`src/rtl/mem_arb_pkg.sv`:
```
// Shared types and defaults for the processor memory arbiter.
// The FSM state encoding and the transaction owner encoding live here.
package mem_arb_pkg;

    typedef enum logic [1:0] {
        IDLE      = 2'd0,
        GRANT     = 2'd1,
        READ_WAIT = 2'd2,
        RESPOND   = 2'd3
    } state_t;

    typedef enum logic {
        OWN_IF = 1'b0,
        OWN_D  = 1'b1
    } owner_t;

    localparam int DEFAULT_STARVE_LIMIT = 2;

    // Bits needed to count 0..limit inclusive.
    function automatic int cnt_width(input int limit);
        return (limit < 1) ? 1 : $clog2(limit + 1);
    endfunction

endpackage

```
`src/rtl/memory_arbiter_arb_pick.sv`:
```
// Winner selection between fetch and data, with a starvation counter that
// forces a fetch grant after STARVE_LIMIT consecutive data grants.
module arb_pick
    import mem_arb_pkg::*;
#(
    parameter int STARVE_LIMIT = DEFAULT_STARVE_LIMIT
) (
    input  logic clk,
    input  logic rst,
    input  logic if_req,
    input  logic d_req,
    input  logic arb_en,
    output logic winner
);

    localparam int                CNT_W = cnt_width(STARVE_LIMIT);
    localparam logic [CNT_W-1:0]  LIMIT = CNT_W'(STARVE_LIMIT);

    logic [CNT_W-1:0] starve_cnt;
    logic             starved;

    always_comb begin
        starved = (starve_cnt == LIMIT);
        winner  = (if_req && (!d_req || starved)) ? OWN_IF : OWN_D;
    end

    // A pending fetch accumulates data grants; a withdrawn fetch owes nothing.
    // NOTE: sequential state uses non-blocking assignments so every register
    // samples pre-edge values regardless of statement order.
    always_ff @(posedge clk or negedge rst) begin
        if (!rst) begin
            starve_cnt <= '0;
        end else if (!if_req) begin
            starve_cnt <= '0;
        end else if (arb_en) begin
            if (winner == OWN_IF)
                starve_cnt <= '0;
            else if (!starved)
                starve_cnt <= starve_cnt + CNT_W'(1);
        end
    end

endmodule

```
`src/rtl/memory_arbiter.sv`:
```
// Serializes instruction-fetch and data load/store requests onto the
// single-port processor memory, one transaction at a time.
module memory_arbiter
    import mem_arb_pkg::*;
#(
    parameter int WORD_SIZE    = 32,
    parameter int ADDR_WIDTH   = 16,
    parameter int STARVE_LIMIT = DEFAULT_STARVE_LIMIT
) (
    input  logic                  clk,
    input  logic                  rst,
    input  logic                  if_req,
    input  logic [ADDR_WIDTH-1:0] if_addr,
    output logic                  if_gnt,
    output logic                  if_rvalid,
    output logic [WORD_SIZE-1:0]  if_rdata,
    input  logic                  d_req,
    input  logic                  d_we,
    input  logic [ADDR_WIDTH-1:0] d_addr,
    input  logic [WORD_SIZE-1:0]  d_wdata,
    output logic                  d_gnt,
    output logic                  d_rvalid,
    output logic [WORD_SIZE-1:0]  d_rdata,
    output logic [ADDR_WIDTH-1:0] mem_address,
    output logic [WORD_SIZE-1:0]  mem_data,
    output logic                  mem_wren,
    input  logic [WORD_SIZE-1:0]  mem_q,
    output logic                  busy
);

    state_t                state;
    owner_t                owner;
    logic                  arb_en;
    logic                  arb_go;
    logic                  winner;
    logic [ADDR_WIDTH-1:0] win_addr;
    logic [WORD_SIZE-1:0]  win_data;
    logic                  win_we;

    // A write's GRANT cycle may launch the next transaction at once; masters
    // present their next request (or drop it) in the cycle their gnt is high.
    always_comb begin
        arb_en = 1'b0;
        unique case (state)
            IDLE, RESPOND: arb_en = 1'b1;
            GRANT:         arb_en = mem_wren;
            default:       arb_en = 1'b0;
        endcase
        arb_go   = arb_en && (if_req || d_req);
        win_addr = (winner == OWN_D) ? d_addr  : if_addr;
        win_data = (winner == OWN_D) ? d_wdata : '0;
        win_we   = (winner == OWN_D) && d_we;
    end

    arb_pick #(
        .STARVE_LIMIT (STARVE_LIMIT)
    ) u_arb_pick (
        .clk    (clk),
        .rst    (rst),
        .if_req (if_req),
        .d_req  (d_req),
        .arb_en (arb_go),
        .winner (winner)
    );

    // NOTE: the memory-side and rdata registers are reset too, so nothing
    // left over from an aborted transaction is visible after reset.
    always_ff @(posedge clk or negedge rst) begin
        if (!rst) begin
            state       <= IDLE;
            owner       <= OWN_IF;
            if_gnt      <= 1'b0;
            d_gnt       <= 1'b0;
            if_rvalid   <= 1'b0;
            d_rvalid    <= 1'b0;
            if_rdata    <= '0;
            d_rdata     <= '0;
            mem_address <= '0;
            mem_data    <= '0;
            mem_wren    <= 1'b0;
            busy        <= 1'b0;
        end else begin
            if_gnt    <= 1'b0;
            d_gnt     <= 1'b0;
            if_rvalid <= 1'b0;
            d_rvalid  <= 1'b0;
            if (arb_go) begin
                state       <= GRANT;
                busy        <= 1'b1;
                owner       <= owner_t'(winner);
                if_gnt      <= (winner == OWN_IF);
                d_gnt       <= (winner == OWN_D);
                mem_address <= win_addr;
                mem_data    <= win_data;
                mem_wren    <= win_we;
            end else begin
                unique case (state)
                    GRANT: begin
                        if (!mem_wren) begin
                            state <= READ_WAIT;
                        end else begin
                            state    <= IDLE;
                            busy     <= 1'b0;
                            mem_wren <= 1'b0;
                        end
                    end
                    READ_WAIT: begin
                        state <= RESPOND;
                        if (owner == OWN_D) begin
                            d_rdata  <= mem_q;
                            d_rvalid <= 1'b1;
                        end else begin
                            if_rdata  <= mem_q;
                            if_rvalid <= 1'b1;
                        end
                    end
                    default: begin
                        state    <= IDLE;
                        busy     <= 1'b0;
                        mem_wren <= 1'b0;
                    end
                endcase
            end
        end
    end

endmodule

```
`config.mk`:
```
export PLATFORM = sky130hd
export DESIGN_NAME = memory_arbiter
export DESIGN_NICKNAME = d
export VERILOG_FILES = /design/src/rtl/mem_arb_pkg.sv /design/src/rtl/memory_arbiter_arb_pick.sv /design/src/rtl/memory_arbiter.sv
export SDC_FILE = /design/constraint.sdc
export NUM_CORES = 1
export LEC_CHECK = 0
export CAP_MARGIN = 10
export CORE_MARGIN = 2
export CORE_UTILIZATION = 43
export CTS_CLUSTER_DIAMETER = 30
export DETAILED_ROUTE_END_ITERATION = 10
export PLACE_DENSITY = 0.82
export REMOVE_ABC_BUFFERS = 1
export SLEW_MARGIN = 25
export SYNTH_ARGS = -nofsm -noshare
export SYNTH_HDL_FRONTEND = slang
export SYNTH_SLANG_ARGS = --single-unit
```
`constraint.sdc`:
```
create_clock -name clk -period 2.1 [get_ports clk]
set_input_delay 0.525 -clock clk [delete_from_list [all_inputs] [get_ports clk]]
set_output_delay 0.525 -clock clk [all_outputs]
set_load 0.1 [all_outputs]
```
; ---- Word level (Yosys, flattened, before mapping)
; Index checks and enable logic that the tools add are counted.
[totals]
input_bits = 101
ff_bits = 123
word_cells = 60
out_inout_bits = 118
[classes]
n_mux = 24
add_sub_neg = 1
n_eq_ne = 8
bitwise = 2
reduce_logical = 12
[op_table]
columns = op, count
row1 = $mux 32, 1
row2 = $mux 16, 1
row3 = $mux 1, 13
row4 = $mux 2, 6
row5 = $eq 2x2->1 const B, 3
row6 = $ne 3x3->1 const B, 2
row7 = $reduce_and 3->1, 2
row8 = $pmux 1 s2, 2
row9 = $pmux 2 s2, 1
row10 = $reduce_and 2->1, 2
row11 = $logic_and 1x1->1, 3
row12 = $add 2x1->2 const B, 1
row13 = $eq 2x1->1 const B, 1
row14 = $logic_not 2->1, 1
row15 = $logic_or 1x1->1, 2
row16 = $ne 2x1->1 const B, 1
row17 = $ne 2x2->1 const B, 1
row18 = $not 1->1, 2
row19 = $reduce_or 2->1, 1
row20 = $logic_not 1->1, 1

; ---- Logic depth before layout (Yosys ltp)
; Gate-level depths: netlist (run 1).
[logic_depth]
depth_word = 6
depth_mapped = 7
ltp_nobuf = 5

; ---- Hierarchy
; Synthesis (run 1) repeated with hierarchy kept, for this count alone.
[unflattened]
cells_unflattened = 378
hier_area_um2 = 5147.4
[by_module_without_submodules]
columns = module, cells_per_inst, area_each_um2, n_inst
row1 = memory_arbiter, 366, 5017.3, 1
row2 = arb_pick, 12, 130.1, 1

; ---- Least setup slack after synthesis (run 1)
; No wires, ideal clock.
[synth_timing]
path_kind = register to register
startpoint = register mem_wren
endpoint = register d_rdata[18]
path_slack_ns = -0.089
path_stages_with_launch = 6
arrival_ns = 2.063
setup_ns = 0.125
cell_sequence = dfrtp_1 a21oi_1 buf_4 o21ai_4 buf_6 mux2_4
[synth_between]
elab_chain_cells = 4
[synth_lines]
columns = element, line
row1 = "start, declared", memory_arbiter.sv:26  ; output logic mem_wren,
row2 = "start signal, assigned", memory_arbiter.sv:95  ; mem_wren <= win_we;
row3 = $pmux 1 s2, memory_arbiter.sv:44  ; unique case (state)
row4 = $logic_and 1x1->1, memory_arbiter.sv:49  ; arb_go = arb_en && (if_req || d_req);
row5 = $not 1->1 (no source line), n/a
row6 = $reduce_and 3->1 (no source line), n/a
row7 = "end signal, assigned", memory_arbiter.sv:110  ; d_rdata <= mem_q;
row8 = "end, declared", memory_arbiter.sv:23  ; output logic [WORD_SIZE-1:0] d_rdata,
; No other way between the ends.
; A chain may end at the register's enable or synchronous reset.

; ---- Worst setup path in the final report (run 1)
[layout_timing]
startpoint = register state[0]
endpoint = register if_rdata[5]
[layout_between]
elab_chain_cells = 6
[layout_lines]
columns = element, line
row1 = "start, declared", memory_arbiter.sv:31  ; state_t state;
row2 = "start signal, assigned", memory_arbiter.sv:70  ; state <= IDLE;
row3 = "start signal, assigned", memory_arbiter.sv:88  ; state <= GRANT;
row4 = "start signal, assigned", memory_arbiter.sv:100  ; state <= READ_WAIT;
row5 = $eq 2x2->1 or $logic_not 2->1 (tied branches), memory_arbiter.sv:44
row6 = $reduce_or 2->1, memory_arbiter.sv:44
row7 = $pmux 1 s2, memory_arbiter.sv:44
row8 = $logic_and 1x1->1, memory_arbiter.sv:49
row9 = $not 1->1 (no source line), n/a
row10 = $reduce_and 3->1 (no source line) (*), n/a
row11 = "end signal, assigned", memory_arbiter.sv:113  ; if_rdata <= mem_q;
row12 = "end, declared", memory_arbiter.sv:16  ; output logic [WORD_SIZE-1:0] if_rdata,
; Every way passes the cells marked *; elsewhere a longest branch is shown, timed or not.

==> results of run 1 <==
==> sequential cells by signal, indices dropped and copies added, names as in the netlist <==
| register | cells |
|---|---|
| d_rvalid | 1 |
| if_gnt | 1 |
| mem_wren | 1 |
| u_arb_pick.starve_cnt | 2 |
| busy | 1 |
| mem_data | 32 |
| owner | 1 |
| mem_address | 16 |
| if_rdata | 32 |
| state | 2 |
| if_rvalid | 1 |
| d_rdata | 32 |
| d_gnt | 1 |
==> cell usage after synthesis, types with 2 or more instances <==
cell / count
o21ai_0: 112
nand3_1: 16
mux2_4: 10
a31oi_1: 16
mux2_2: 52
ha_1: 4
nor2_1: 2
mux2_1: 2
buf_2: 4
buf_4: 6
buf_6: 4
nand2b_1: 2
nor3_1: 2
inv_1: 9
clkbuf_1: 21
o21ai_1: 2
a21oi_1: 22
dfrtp_1: 123
nand2_1: 2
o21ai_4: 2
==> cells by family after synthesis <==
group,Yosys count
compound gates,161
fa+ha+maj,4
mux,64
flops,123
simple gates,28
buf+inv,45
==> per-layer routing <==
layer,vias to the layer above,GRT usage [%],routed length [um],share of wire (%)
li1,1977,-,-,-
met3,17,6.16,1100,7.8
met1,2097,28.9,5880,41
met5,-,0,0,0
met2,220,37.7,7010,49
met4,0,6.67,197,1.4
==> final timing paths <==
check,endpoint,cells after the start
max,if_rdata[5]$_DFFE_PN0P_,6
min in group clk,d_rdata[8]$_DFFE_PN0P_,1
min reg2reg,d_rdata[8]$_DFFE_PN0P_,1
min,mem_address[15]$_DFFE_PN0P_,1
max reg2reg,if_rdata[5]$_DFFE_PN0P_,6
max in group asynchronous,if_rdata[2]$_DFFE_PN0P_,2
==> stage by stage <==
stage	setup TNS, ns	util [%]	worst slack [ns]	std cells
2_1_floorplan	-108.51	-	-1.19	389
3_3_place_gp	-1.31	62.9	-0.0810	773
4_1_cts	0	68.3	0.157	805
6_report	0	68.4	0.243	805
3_5_place_dp	-2.35	62.9	-0.148	773
5_1_grt	0	68.4	0.147	805
==> cell type report <==
cell class	instances	area share, %
clock inverter	14	2.44
inverter	9	0.427
clock buffer	18	5.55
tap	143	2.26
multi-input combinational	257	23.4
timing repair buffer	241	27.0
sequential	123	38.9
==> worst max-delay path, stage by stage, from the launching register on <==
cell and delay, ns:
dfrtp_1 0.35, inv_1 0.06, ha_1 0.35, a21oi_4 0.32, o21ai_4 0.14, buf_12 0.18
mux2_1 0.32
==> impl_metrics.env, run 1 <==
export IMPL_run_status="finished with violations"
export IMPL_violations="design-rule violations"
export IMPL_post_cts_buffers=0
export IMPL_routed_wl_um=14200
export IMPL_start_util_pct=44.5
export IMPL_synth_edf_count=0
export IMPL_design_area_mm2=0.00791
export IMPL_clock_path_buffers=2
export IMPL_via_per_inst=5.36
export IMPL_post_route_drc_count=1
export IMPL_grt_first_pass_wirelength_um=22600
export IMPL_critPathMaxFanout=21
export IMPL_mostFrequentLayoutCells="136 x buf_4, 123 x dfrtp_1, 112 x o21ai_0, 99 x clkdlybuf4s50_1, 52 x mux2_2"
export IMPL_drive_above_1_share_pct=36.6
export IMPL_synthMuxAreaShare_pct=14.7
export IMPL_die_area_mm2=0.0128
export IMPL_synth_top_cell_area_share_pct=59.9
export IMPL_synth_top_area_cell="dfrtp_1"
export IMPL_reg2reg_from="state[0]$_DFF_PN0_"
export IMPL_fillers=841
export IMPL_ff2ff_setup_slack_ns=0.24
export IMPL_post_cts_resized=0
export IMPL_hold_viol=0
export IMPL_cts_clk_slew_worst_paths_ns=0.06
export IMPL_fmax_ghz=0.538
export IMPL_overflow=0
export IMPL_synth_cell_type_count=32
export IMPL_skew_ns=0.00946
export IMPL_ios=219
export IMPL_yosys_area_share_adder_pct=0.973
export IMPL_required_ns=2.39
export IMPL_clk_insertion_delay_late_ns=0.41
export IMPL_gp_congestion=0.792
export IMPL_multi_input_area_mm2=0.00185
export IMPL_path_class="flop to flop"
export IMPL_yosys_warnings=0
export IMPL_cts_root_buf="clkbuf_16"
export IMPL_core_mm2=0.0116
export IMPL_port_buffers=218
export IMPL_synth_main_ff_cell="dfrtp_1"
export IMPL_hp_class="input pin to async pin"
export IMPL_slew_viol_final=0
export IMPL_grtUsageTotal_pct=22.6
export IMPL_die_x_um=113
export IMPL_startpoint_type="flop"
export IMPL_ys_ff_latch=123
export IMPL_slew_headroom_pct=68.8
export IMPL_regArea_mm2=0.00308
export IMPL_num_vias=4311
export IMPL_critPathArrivalTime_ns=2.14
export IMPL_synth_compound_area_share_pct=17.2
export IMPL_cts_hold_buffers_added=0
export IMPL_rsz0062_at_grt="no"
export IMPL_antenna_found_initial=0
export IMPL_routedWlPerCell_um=17.6
export IMPL_yosys_top_cells_area="dfrtp_1 60%, mux2_2 11%, o21ai_0 11%, mux2_4 2.9%, a21oi_1 2.1%"
export IMPL_drv_cap=0
export IMPL_nNetsFinal=754
export IMPL_dp_hpwl_um=10200
export IMPL_endpoint_kind="flop"
export IMPL_critPathLaunch="state[0]$_DFF_PN0_"
export IMPL_place_area_mm2=0.00727
export IMPL_tightestPinTransition_ns=0.469
export IMPL_synthSimpleGateAreaFrac_pct=2.80
export IMPL_synth_seq_area_share_pct=59.9
export IMPL_mostFrequentLayoutCell="buf_4"
export IMPL_post_route_period_util_pct=88.4
export IMPL_grt_max_degree=55
export IMPL_cts_max_level=4
export IMPL_tritoncts="built"
export IMPL_cts_buffers=17
export IMPL_antenna_cells=0
export IMPL_synthToLayoutAreaGrowth_pct=53.8
export IMPL_holdWs_ns=0.0696
export IMPL_die_h_um=113
export IMPL_synth_async_reset_ratio_pct=100
export IMPL_ant_nets=0
export IMPL_num_rows=39
export IMPL_synth_top_family_by_area="compound AO/OA/AOI/OAI gates"
export IMPL_finalSetupViolations=0
export IMPL_timing_final_crit_period_ns=1.86
export IMPL_syn_area_per_cell_um2=12.1
export IMPL_clkSinkCount=123
export IMPL_first_iter_violations=488
export IMPL_syn_cell_area_mm2=0.00514
export IMPL_synthCells=425
export IMPL_synth_xor_area_share_pct=0
export IMPL_grt_pass1_vias=4433
export IMPL_first_pass_iters=7
Power of run 1 is not shown: default switching activity piles up to over one toggle a cycle in this logic, so the estimate is an artifact.
==> run 2: changes to the inputs <==
- PLACE_DENSITY: 0.82 -> 0.91
==> run 2 against run 1 <==
The flow now finishes without violations; highest routed layer unchanged; core utilization rose by 0.17 points; die area did not move; clock skew fell by 0.0018 ns.
==> impl_metrics.env, run 2 (same netlist as run 1, synthesis figures left out) <==
export IMPL_post_route_drc_count=0
export IMPL_cts_max_level=4
export IMPL_multi_input_area_mm2=0.00185
export IMPL_timing_final_crit_period_ns=1.89
export IMPL_first_pass_iters=5
export IMPL_routed_wl_um=14000
export IMPL_first_iter_violations=393
export IMPL_mostFrequentLayoutCells="131 x buf_4, 123 x dfrtp_1, 112 x o21ai_0, 99 x clkdlybuf4s50_1, 52 x mux2_2"
export IMPL_post_route_util_pct=68.5
export IMPL_clkSinkCount=123
export IMPL_tightestPinTransition_ns=0.480
export IMPL_post_cts_buffers=0
export IMPL_cts_hold_buffers_added=0
export IMPL_die_h_um=113
export IMPL_gp_congestion=0.796
export IMPL_critPathArrivalTime_ns=2.20
export IMPL_dp_hpwl_um=9910
export IMPL_fillers=801
export IMPL_path_class="flop to flop"
export IMPL_cts_clk_slew_worst_paths_ns=0.05
export IMPL_cp_slowest_cell="buf_4"
export IMPL_clock_path_buffers=2
export IMPL_slew_headroom_pct=68.0
export IMPL_critPathMaxFanout=36
export IMPL_drv_cap=0
export IMPL_grt_first_pass_wirelength_um=22300
export IMPL_required_ns=2.42
export IMPL_overflow=0
export IMPL_die_area_mm2=0.0128
export IMPL_finalSetupViolations=0
export IMPL_antenna_cells=0
export IMPL_cts_buffers=17
export IMPL_post_cts_resized=0
export IMPL_start_util_pct=44.5
export IMPL_ios=219
export IMPL_tritoncts="built"
export IMPL_startpoint_type="flop"
export IMPL_hp_class="input pin to async pin"
export IMPL_num_vias=4323
export IMPL_drive_above_1_share_pct=36.1
export IMPL_max_stage_delay_ns=0.39
export IMPL_via_per_inst=5.38
export IMPL_grtUsageTotal_pct=22.2
export IMPL_regArea_mm2=0.00308
export IMPL_port_buffers=218
export IMPL_die_x_um=113
export IMPL_crit_chain="inv_1 > ha_1 > a21oi_2 > buf_4 > nor2_4 > a31oi_1"
export IMPL_antenna_found_initial=0
export IMPL_cts_root_buf="clkbuf_16"
export IMPL_skew_ns=0.00766
export IMPL_grt_pass1_vias=4364
export IMPL_rsz0062_at_grt="no"
export IMPL_synthToLayoutAreaGrowth_pct=54.2
export IMPL_nNetsFinal=752
export IMPL_num_rows=39
export IMPL_clk_insertion_delay_late_ns=0.41
export IMPL_run_status="finished clean"
export IMPL_fmax_ghz=0.530
export IMPL_core_mm2=0.0116
export IMPL_ant_nets=0
export IMPL_post_route_period_util_pct=89.9
export IMPL_routedWlPerCell_um=17.5
export IMPL_slew_viol_final=0
export IMPL_mostFrequentLayoutCell="buf_4"
export IMPL_reg_top3="d_rdata x32, if_rdata x32, mem_data x32"
export IMPL_endpoint_kind="flop"
export IMPL_hold_viol=0
export IMPL_grt_max_degree=51
[run 2: path summary, 6_finish.rpt]
check	startpoint	endpoint	slack, ns	cells past startpoint
max reg2reg	state[0]$_DFF_PN0_	mem_address[3]$_DFFE_PN0P_	0.21	6
max in group asynchronous	rst	d_rvalid$_DFF_PN0_	1.46	2
min reg2reg	if_rdata[2]$_DFFE_PN0P_	if_rdata[2]$_DFFE_PN0P_	0.50	1
max	state[0]$_DFF_PN0_	mem_address[3]$_DFFE_PN0P_	0.21	6
min in group clk	if_rdata[2]$_DFFE_PN0P_	if_rdata[2]$_DFFE_PN0P_	0.50	1
min	rst	mem_address[10]$_DFFE_PN0P_	0.08	1
[run 2: critical path, delay by kind of cell, from the launching register on]
kind,cells,cell delay (ns)
DFF,1,0.35
AOI/OAI and AO/OA,2,0.49
and+or+nand+nor,1,0.17
buffers and inverters,2,0.45
adders and majority gates,1,0.33
[run 2: metrics by stage]
step	std cells	setup TNS (ns)	setup slack [ns]	hold WS [ns]	cell area, um2
2_1_floorplan	389	-108.51	-1.19	0.229	4950
3_3_place_gp	771	-0.952	-0.0643	0.480	7290
3_5_place_dp	771	-3.19	-0.185	0.491	7290
4_1_cts	803	0	0.0214	0.0806	7920
5_1_grt	803	0	0.0971	0.100	7930
6_report	803	0	0.213	0.0842	7930
[run 2: layer usage]
layer  share of wire (%)  global-route usage (%)  up-vias
met3                 8.0                    6.64       23
li1                    -                       -     1981
met5                   0                       0        -
met4                 1.4                    7.89        0
met1                  41                    27.9     2081
met2                  50                    36.7      238
[run 2: cell type report]
| cell class | count | share of cell area [%] |
|---|---|---|
| clock buffer | 22 | 5.98 |
| clock inverter | 10 | 2.05 |
| inverter | 9 | 0.426 |
| multi-input combinational | 257 | 23.3 |
| sequential | 123 | 38.8 |
| tap | 143 | 2.26 |
| timing repair buffer | 239 | 27.2 |
Power of run 2 is left out for the same reason.
==> run 3: changes to the inputs <==
- SYNTH_HIERARCHICAL: default -> 1
- clock period: 2.1 -> 2.15 ns (I/O delays scaled with it)
==> run 3 against run 2 <==
Non-clock buffer count decreased by 7; global-route usage decreased by 1.4 points; cell count is 5.9% lower; area after synthesis about the same; first-iteration DRC count fell by 53%; sequential share of layout area grew 0.52 points; sequential cell count unchanged; setup slack improved by 0.037 ns; hold slack got worse by 0.028 ns; critical endpoint is now d_rdata[9]$_DFFE_PN0P_; highest routed layer unchanged.
==> impl_metrics.env, run 3 <==
export IMPL_skew_ns=0.00574
export IMPL_cts_root_buf="clkbuf_16"
export IMPL_post_route_period_util_pct=88.4
export IMPL_grt_max_degree=51
export IMPL_yosysMostFrequentCell="dfrtp_1"
export IMPL_routed_wl_um=13100
export IMPL_first_iter_violations=184
export IMPL_slew_viol_final=0
export IMPL_use_met3_pct=5.47
export IMPL_synth_seq_area_share_pct=59.8
export IMPL_grtUsageTotal_pct=20.8
export IMPL_rsz0062_at_grt="no"
export IMPL_tritoncts="built"
export IMPL_yosys_top_cells_area="dfrtp_1 60%, mux2_2 19%, o31ai_1 4.7%, o21ai_0 3.3%, nand2_1 2.4%"
export IMPL_port_buffers=218
export IMPL_met1_usage_pct=26.1
export IMPL_yosys_warnings=6
export IMPL_critPathLaunch="state[0]$_DFF_PN0_"
export IMPL_holdWs_ns=0.0560
export IMPL_synth_top_cell_area_share_pct=59.8
export IMPL_slew_headroom_pct=75.0
export IMPL_gp_congestion=0.726
export IMPL_preCtsSetupSlack_ns=-0.117
export IMPL_post_route_drc_count=0
export IMPL_start_util_pct=44.5
export IMPL_drive_above_1_share_pct=43.2
export IMPL_synth_cell_type_count=31
export IMPL_die_x_um=113
export IMPL_post_cts_resized=0
export IMPL_post_cts_buffers=0
export IMPL_critPathMaxFanout=28
export IMPL_synth_main_ff_cell="dfrtp_1"
export IMPL_grt_first_pass_wirelength_um=20900
export IMPL_grtUsageMet2_pct=34.1
export IMPL_fmax_ghz=0.526
export IMPL_via_per_inst=5.17
export IMPL_critPathArrivalTime_ns=2.18
export IMPL_synth_top_area_cell="dfrtp_1"
export IMPL_cts_clk_slew_worst_paths_ns=0.05
export IMPL_post_route_util_pct=67.6
export IMPL_syn_cell_area_mm2=0.00515
export IMPL_clkSinkCount=123
export IMPL_nNetsFinal=707
export IMPL_ios=219
export IMPL_core_mm2=0.0116
export IMPL_overflow=0
export IMPL_clk_insertion_delay_late_ns=0.40
export IMPL_synth_edf_count=0
export IMPL_run_status="finished clean"
export IMPL_path_class="flop to flop"
export IMPL_tightestPinTransition_ns=0.375
export IMPL_routedWlPerCell_um=17.3
export IMPL_dp_hpwl_um=9270
export IMPL_cts_hold_buffers_added=0
export IMPL_dp_cells=726
export IMPL_die_h_um=113
export IMPL_synth_async_reset_ratio_pct=100
export IMPL_critPathTopFamily="compound AO/OA/AOI/OAI gates"
export IMPL_required_ns=2.43
export IMPL_layoutNonFillerInstCount=756
export IMPL_first_pass_iters=4
export IMPL_grt_pass1_vias=4188
export IMPL_setup_slack_ns=0.250
export IMPL_timing_final_crit_period_ns=1.90
export IMPL_crit_buf_inv=2
export IMPL_finalSetupViolations=0
export IMPL_max_stage_delay_ns=0.36
export IMPL_ff2ff_setup_slack_ns=0.25
export IMPL_reg_top3="d_rdata x32, if_rdata x32, mem_data x32"
export IMPL_reg2reg_from="state[0]$_DFF_PN0_"
export IMPL_cp_slowest_cell="mux2_2"
export IMPL_clock_path_buffers=2
export IMPL_ant_nets=0
export IMPL_hold_viol=0
export IMPL_synth_commonest_cells="123 x dfrtp_1, 89 x mux2_2, 34 x o21ai_0"
export IMPL_endpoint_kind="flop"
export IMPL_ys_ff_latch=123
export IMPL_num_rows=39
export IMPL_synthToLayoutAreaGrowth_pct=52.0
export IMPL_cts_buffers=17
export IMPL_startpoint_type="flop"
export IMPL_syn_area_per_cell_um2=13.6
export IMPL_antenna_found_initial=0
export IMPL_mostFrequentLayoutCells="127 x buf_4, 123 x dfrtp_1, 99 x clkdlybuf4s50_1, 89 x mux2_2"
export IMPL_hp_class="input pin to async pin"
export IMPL_num_vias=3912
export IMPL_die_area_mm2=0.0129
export IMPL_drv_cap=0
export IMPL_cts_max_level=4
export IMPL_crit_chain="inv_1 > ha_1 > a21oi_4 > o311ai_4 > buf_12 > mux2_2"
export IMPL_mostFrequentLayoutCell="buf_4"
export IMPL_busiest_layer="met2"
export IMPL_synthCells=378
export IMPL_antenna_cells=0
run 3: cell types whose count changed after synthesis, sizes merged, moves of 2 or more:
cell	delta
a21oi	-20
a31oi	-16
and4bb	+2
buf	-4
clkbuf	-5
mux2	+33
nand2	+31
nand3	-16
o21a	+2
o21ai	-82
o31ai	+33
run 3: cell type report:
type,instances,area (um2)
Fill cell,803,3740
Clock buffer,23,498
Sequential cell,123,3080
Tap cell,143,179
Inverter,9,41.3
Multi-Input combinational cell,219,1900
Clock inverter,7,65.1
Timing Repair Buffer,232,2060
run 3: logic make-up after synthesis:
family | after synthesis | synth area share, %
simple gates | 45 | 4.21
buf+inv | 36 | 3.57
mux | 97 | 21.7
fa+ha+maj | 4 | 0.972
flops | 123 | 59.8
compound gates | 73 | 9.72
run 3: worst paths after layout:
| kind | to | cells past startpoint |
|---|---|---|
| max | d_rdata[9]$_DFFE_PN0P_ | 6 |
| min | d_rdata[8]$_DFFE_PN0P_ | 1 |
| max reg2reg | d_rdata[9]$_DFFE_PN0P_ | 6 |
| min reg2reg | d_rdata[12]$_DFFE_PN0P_ | 1 |
| max in group asynchronous | mem_data[15]$_DFFE_PN0P_ | 2 |
| min in group clk | d_rdata[12]$_DFFE_PN0P_ | 1 |
run 3: layer usage:
metal,wire length (um),vias up
met5,0,-
met4,242,0
met3,947,24
met2,6540,191
met1,5390,1898
li1,-,1799
run 3: per-stage QoR:
stage / TNS (ns) / instance area (um2)
3_5_place_dp: -7.30 / 7260
4_1_cts: 0 / 7820
2_1_floorplan: -148.92 / 5000
3_3_place_gp: -2.40 / 7260
5_1_grt: 0 / 7820
6_report: 0 / 7820
Power of run 3 is left out for the same reason.
